--- src/rtl/mmio_uart_tx.sv ---
// mmio_uart_tx: memory-mapped UART transmitter (TX FIFO + bit-serial 8N1 framer)
// Ports:
//   clk        system clock, rising edge
//   reset      synchronous active-high reset
//   MemWrite   CPU store strobe
//   Addr       CPU byte address (ALUResult)
//   WriteData  CPU store data
//   Sel        Addr hits this 16-byte register window (combinational)
//   ReadData   register read data, 0 when not selected (combinational)
//   tx         serial output, idle high
// Register map (Addr[3:2]): 0 TXDATA (W), 1 STATUS (R, bit3 W1C ovf), 2 DIV (R/W), 3 reserved.
// Define UART_TX_PARITY_EN to add an even-parity bit between the data bits and the stop bit.
module mmio_uart_tx #(
    parameter logic [31:0] BASE_ADDR    = 32'h0000_1000,
    parameter int          FIFO_DEPTH   = 8,
    parameter int          CLKS_PER_BIT = 16
) (
    input  logic        clk,
    input  logic        reset,
    input  logic        MemWrite,
    input  logic [31:0] Addr,
    input  logic [31:0] WriteData,
    output logic        Sel,
    output logic [31:0] ReadData,
    output logic        tx
);
    localparam int AW = $clog2(FIFO_DEPTH);
`ifdef UART_TX_PARITY_EN
    localparam logic PARITY_EN = 1'b1;
`else
    localparam logic PARITY_EN = 1'b0;
`endif

    typedef enum logic [2:0] {IDLE, START, DATA, PARITY, STOP} stateType;

    stateType        state, stateNext;
    logic [7:0]      fifoMem [FIFO_DEPTH];
    logic [AW-1:0]   wrPtr, rdPtr;
    logic [6:0]      count;
    logic [15:0]     div, period, bitTimer;
    logic [2:0]      bitIdx;
    logic [7:0]      shiftReg;
    logic            parityBit, ovf;
    logic            wrEn, pushReq, pushOk, pop, full, empty, busy, bitDone;
    logic [31:0]     status;
    logic            unusedBits;

    assign Sel        = Addr[31:4] == BASE_ADDR[31:4];
    assign wrEn       = MemWrite & Sel;
    assign pushReq    = wrEn && Addr[3:2] == 2'd0;
    // full uses the registered count, so a push while full is dropped even if a pop happens this cycle
    assign full       = count == 7'(FIFO_DEPTH);
    assign empty      = count == 7'd0;
    assign pushOk     = pushReq & ~full;
    assign bitDone    = bitTimer == period - 16'd1;
    assign status     = {20'd0, PARITY_EN, count, ovf, empty, full, busy};
    assign ReadData   = !Sel ? 32'd0 : Addr[3:2] == 2'd1 ? status : Addr[3:2] == 2'd2 ? {16'd0, div} : 32'd0;
    assign unusedBits = ^{Addr[1:0], WriteData[31:16]};

    always_ff @(posedge clk) begin
        if (reset) state <= IDLE;
        else       state <= stateNext;
    end

    // pop coincides with entering START, from IDLE or straight from STOP (no idle gap)
    always_comb begin
        stateNext = state;
        pop       = 1'b0;
        busy      = 1'b1;
        tx        = 1'b1;
        case (state)
            IDLE: begin
                busy = 1'b0;
                if (!empty) begin
                    stateNext = START;
                    pop       = 1'b1;
                end
            end
            START: begin
                tx = 1'b0;
                if (bitDone) stateNext = DATA;
            end
            DATA: begin
                tx = shiftReg[0];
                if (bitDone && bitIdx == 3'd7) stateNext = PARITY_EN ? PARITY : STOP;
            end
            PARITY: begin
                tx = parityBit;
                if (bitDone) stateNext = STOP;
            end
            STOP: begin
                if (bitDone) begin
                    stateNext = empty ? IDLE : START;
                    pop       = !empty;
                end
            end
            default: stateNext = IDLE;
        endcase
    end

    always_ff @(posedge clk) begin
        if (pushOk) fifoMem[wrPtr] <= WriteData[7:0];
    end

    always_ff @(posedge clk) begin
        if (reset) begin
            wrPtr     <= '0;
            rdPtr     <= '0;
            count     <= '0;
            ovf       <= 1'b0;
            div       <= 16'(CLKS_PER_BIT);
            period    <= 16'd1;
            bitTimer  <= '0;
            bitIdx    <= '0;
            shiftReg  <= '0;
            parityBit <= 1'b0;
        end else begin
            if (pushOk) wrPtr <= wrPtr + 1'b1;
            if (pop)    rdPtr <= rdPtr + 1'b1;
            count <= count + 7'(pushOk) - 7'(pop);
            // an overflow in the same cycle as the W1C clear wins
            ovf <= (pushReq & full) | (ovf & ~(wrEn && Addr[3:2] == 2'd1 && WriteData[3]));
            if (wrEn && Addr[3:2] == 2'd2) div <= WriteData[15:0];
            // the bit period is frozen per frame so DIV writes only affect later frames
            if (pop) begin
                bitTimer  <= '0;
                bitIdx    <= '0;
                period    <= div == 16'd0 ? 16'd1 : div;
                shiftReg  <= fifoMem[rdPtr];
                parityBit <= ^fifoMem[rdPtr];
            end else if (busy) begin
                bitTimer <= bitDone ? 16'd0 : bitTimer + 16'd1;
                if (state == DATA && bitDone) begin
                    shiftReg <= shiftReg >> 1;
                    bitIdx   <= bitIdx + 3'd1;
                end
            end
        end
    end
endmodule
--- config.mk ---
export PLATFORM = sky130hd
export DESIGN_NAME = mmio_uart_tx
export DESIGN_NICKNAME = d
export VERILOG_FILES = /design/src/rtl/mmio_uart_tx.sv
export SDC_FILE = /design/constraint.sdc
export NUM_CORES = 1
export LEC_CHECK = 0
export ABC_AREA = 1
export CAP_MARGIN = 20
export CORE_UTILIZATION = 45
export DETAILED_ROUTE_END_ITERATION = 10
export PLACE_DENSITY = 0.7
export SKIP_LAST_GASP = 1
export SLEW_MARGIN = 30
export SYNTH_ARGS = -nofsm -noshare
export SYNTH_HDL_FRONTEND = slang
export SYNTH_SLANG_ARGS = --single-unit
export TNS_END_PERCENT = 1
--- constraint.sdc ---
create_clock -name clk -period 7.1 [get_ports clk]
set_input_delay 1.065 -clock clk [delete_from_list [all_inputs] [get_ports clk]]
set_output_delay 1.065 -clock clk [all_outputs]
set_load 0.02 [all_outputs]
==> flow_summary.yaml <==
run_status:
  outcome: "finished clean"
synth:
  synth_area_leader_cell: "sky130_fd_sc_hd__edfxtp_1"
  netlist_top_cells_area: "sky130_fd_sc_hd__edfxtp_1 26%, sky130_fd_sc_hd__dfxtp_1 21%, sky130_fd_sc_hd__nand2_1 9.5%"
  ys_types: 41
  synth.yosys.seq_area_share_pct: 46.9
  synthesis.area_mm2: 0.00752
  postSynthRegisterBits: 144
  syn_avg_cell_area_um2: 7.83
  post-synth-top-area-fraction_pct: 25.6
  netlist_instances: 960
  synth_warnings: 0
place:
  finalWeightedCongestion: 0.873
  placement.io_buffers: 66
  post-dp-hpwl_um: 11800
  post_dp_cell_area_mm2: 0.00832
  pre_cts_ws_ps: 1950
clocking:
  cts_inserted_buffers: 17
  clock_tree.buffer_depth: 2
  cts_resized: 0
  post_cts_buffers: 0
  clkTransAtPathRegs_ps: 60
  tritoncts_num_sinks: 144
  cts-htree-levels: 4
  tritoncts: "done"
  clock_insertion_delay_worst_skew_ps: 430
  cts_hold_buf: 0
  cts-root-buf: "sky130_fd_sc_hd__clkbuf_16"
finish:
  multi_input_comb_area_mm2: 0.00341
  n_antenna_cell: 0
  layout.area.seq_mm2: 0.00352
  design_area_mm2: 0.00888
  p_r_area_growth_vs_syn_pct: 18.2
  final_nets: 1107
  drive_above_1_share_pct: 6.17
  layout.filler_cells: 1532
critical_path:
  regToRegStartpoint: "period[0]"
  crit_path_end_kind: "flip-flop"
  crit_required_ps: 7460
  timing.critical_path.cells: "clkdlybuf4s50_1 > nor4_1 > nand2_1 > nor2_1 > nand2_1 > nor2_1 > nand2_1 > nor2_1 > nand2_1 > nand2_1 > ha_1 > inv_1 > fa_1 > o31ai_1 > inv_1 > nor2_1 > nor2_1 > o21bai_1 > o21ai_0 > a21oi_1"
  rrSetupSlack_ps: 2840
  cpMaxStageDelayCell: "sky130_fd_sc_hd__nor2_1"
  startpoint_type: "primary input"
  crit_path_max_fanout: 18
  cp_arrival_ps: 5060
  slowest_delay_ps: 460
  setup.worst_path.class: "primary input to flip-flop"
  critPathLaunch: "Addr[11]"
sta:
  final-setup-viol-count: 0
  timing_hold_violations_final: 0
  final_min_period_over_clock_period_pct: 66.2
  slew_headroom_pct: 37.5
  finalHoldWorstSlack_ps: 458
  final.setup.tns_ps: 0
  clock-skew-final_ps: 7.26
  postLayoutSetupSlackWorst_ps: 2400
  highest_clock_rate_mhz: 213
  worst_pin_slew_ps: 937
  slew_viol_final: 0
  layout_min_cycle_time_ps: 4700
  grt_setup_unrepaired: "false"
route:
  drt-initial-drc-count: 471
  detail_route.wirelength_um: 16600
  final_antenna_net_count: 0
  drcViolationCount: 0
  post_drt_wl_per_cell_um: 13.2
  post_drt_via_cell_ratio: 4.99
  route.vias.total: 6249
  drt_pre_antenna_iters: 5
power_and_ir_drop:
  peakVddDrop_mv: 0.222
  p_leak_nw: 3.55
  total_power_mw: 3.17
  p_per_area_mw_per_mm2: 357
grt:
  antenna_found_initial: 0
  grt_start_max_net_pins: 38
  global_route.usage.total_pct: 20.2
  grt_pass1_vias: 5742
  grt_first_pass_wirelength_um: 27800
  overflow_left_after_global_routing: 0
hold_path:
  hold_path_class: "flip-flop to flip-flop"
  hp-start: "ovf"
floorplanning:
  die_y_um: 131
  core_area_mm2: 0.0161
  die_x_um: 131
  pin_count: 101
  initial_core_util_pct: 46.6
  design.die.area_mm2: 0.0172
  fp-row-count: 46
run:
  maxcap_viol_count: 0
==> critical path: cells and delay by family <==
kind	cells	cell delay [ps]
compound gates	4	710
buf+inv	3	520
simple gates	11	2190
fa+ha+maj	2	570
==> through the flow <==
stage,instances,utilization (%)
6_report,1253,55.1
3_3_place_gp,1221,51.6
2_1_floorplan,975,-
4_1_cts,1253,55.1
3_5_place_dp,1221,51.6
5_1_grt,1253,55.1
==> registers in the layout (all words and copies together), names as in the netlist, 7 cells and up, named ones only <==
name and cells:
bitTimer 16, count 7, div 16, shiftReg 8, fifoMem 64, period 16
==> Yosys cell counts, drive strengths merged <==
master,n
nor4,4
o22ai,6
nor3b,1
nor2,178
or2,3
a21oi,38
ha,15
edfxtp,64
o21ai,70
a22oi,3
inv,100
o21bai,1
conb,1
nand2,195
nor3,23
nand4,16
o31ai,1
fa,1
clkbuf,23
buf,24
dfxtp,80
xor2,19
o211ai,1
nand3b,7
and2,1
a211oi,16
xnor2,14
nand3,55
==> cells in the final DEF (no fill, tap or decap), drive strengths merged, types with 2 or more instances in the layout <==
cell type      netlist  routed
buf                 24      11
nand3               55      55
inv                100     105
clkdlybuf4s50        0      66
nand3b               7       7
nor4                 4       4
nor2               178     178
a21oi               38      38
a211oi              16      16
xnor2               14      14
o22ai                6       6
o21ai               70      70
conb                 1      16
nor3                23      23
xor2                19      19
a22oi                3       3
nand2              195     195
clkinvlp             0       6
or2                  3       3
clkbuf              23      18
clkinv               0       2
nand4               16      16
ha                  15      15
dfxtp               80      80
edfxtp              64      64
==> kinds of logic (layout without fill, tap and decap cells) <==
| family | after synthesis | after routing | synth area share, % |
|---|---|---|---|
| other | 1 | 16 | 0.0499 |
| flip-flops | 144 | 144 | 46.9 |
| adder cells (fa/ha/maj) | 16 | 16 | 2.76 |
| AO/OA/AOI/OAI | 136 | 136 | 9.95 |
| buffers and inverters | 147 | 209 | 8.69 |
| AND/OR/NAND/NOR | 483 | 483 | 27.8 |
| XOR/XNOR | 33 | 33 | 3.84 |
==> where the power goes <==
part           leakage (nW)  switching (mW)  internal, mW
logic                  2.07           0.875         0.445
clock network         0.257           0.365         0.487
registers              1.23          0.0602         0.939
==> area by class of cell <==
cell class,instances,area share [%]
Sequential cell,144,39.7
Tap cell,216,3.04
Clock inverter,14,1.51
Inverter,100,4.25
Multi-Input combinational cell,684,38.3
Clock buffer,18,4.83
Timing Repair Buffer,77,8.37
==> routing by layer <==
layer / GRT usage (%) / routed length (um) / share of wire [%]
met5: 0 / 0 / 0
met4: 6.21 / 219 / 1.3
met3: 4.67 / 782 / 4.7
met2: 31.5 / 7460 / 45
met1: 27.7 / 8110 / 49
==> path summary, 6_finish.rpt <==
path         cells after the start       end
max                             20  count[6]
min                              2       ovf
max reg2reg                     26  count[6]
min reg2reg                      2       ovf
(Power assumes the default switching activity.)
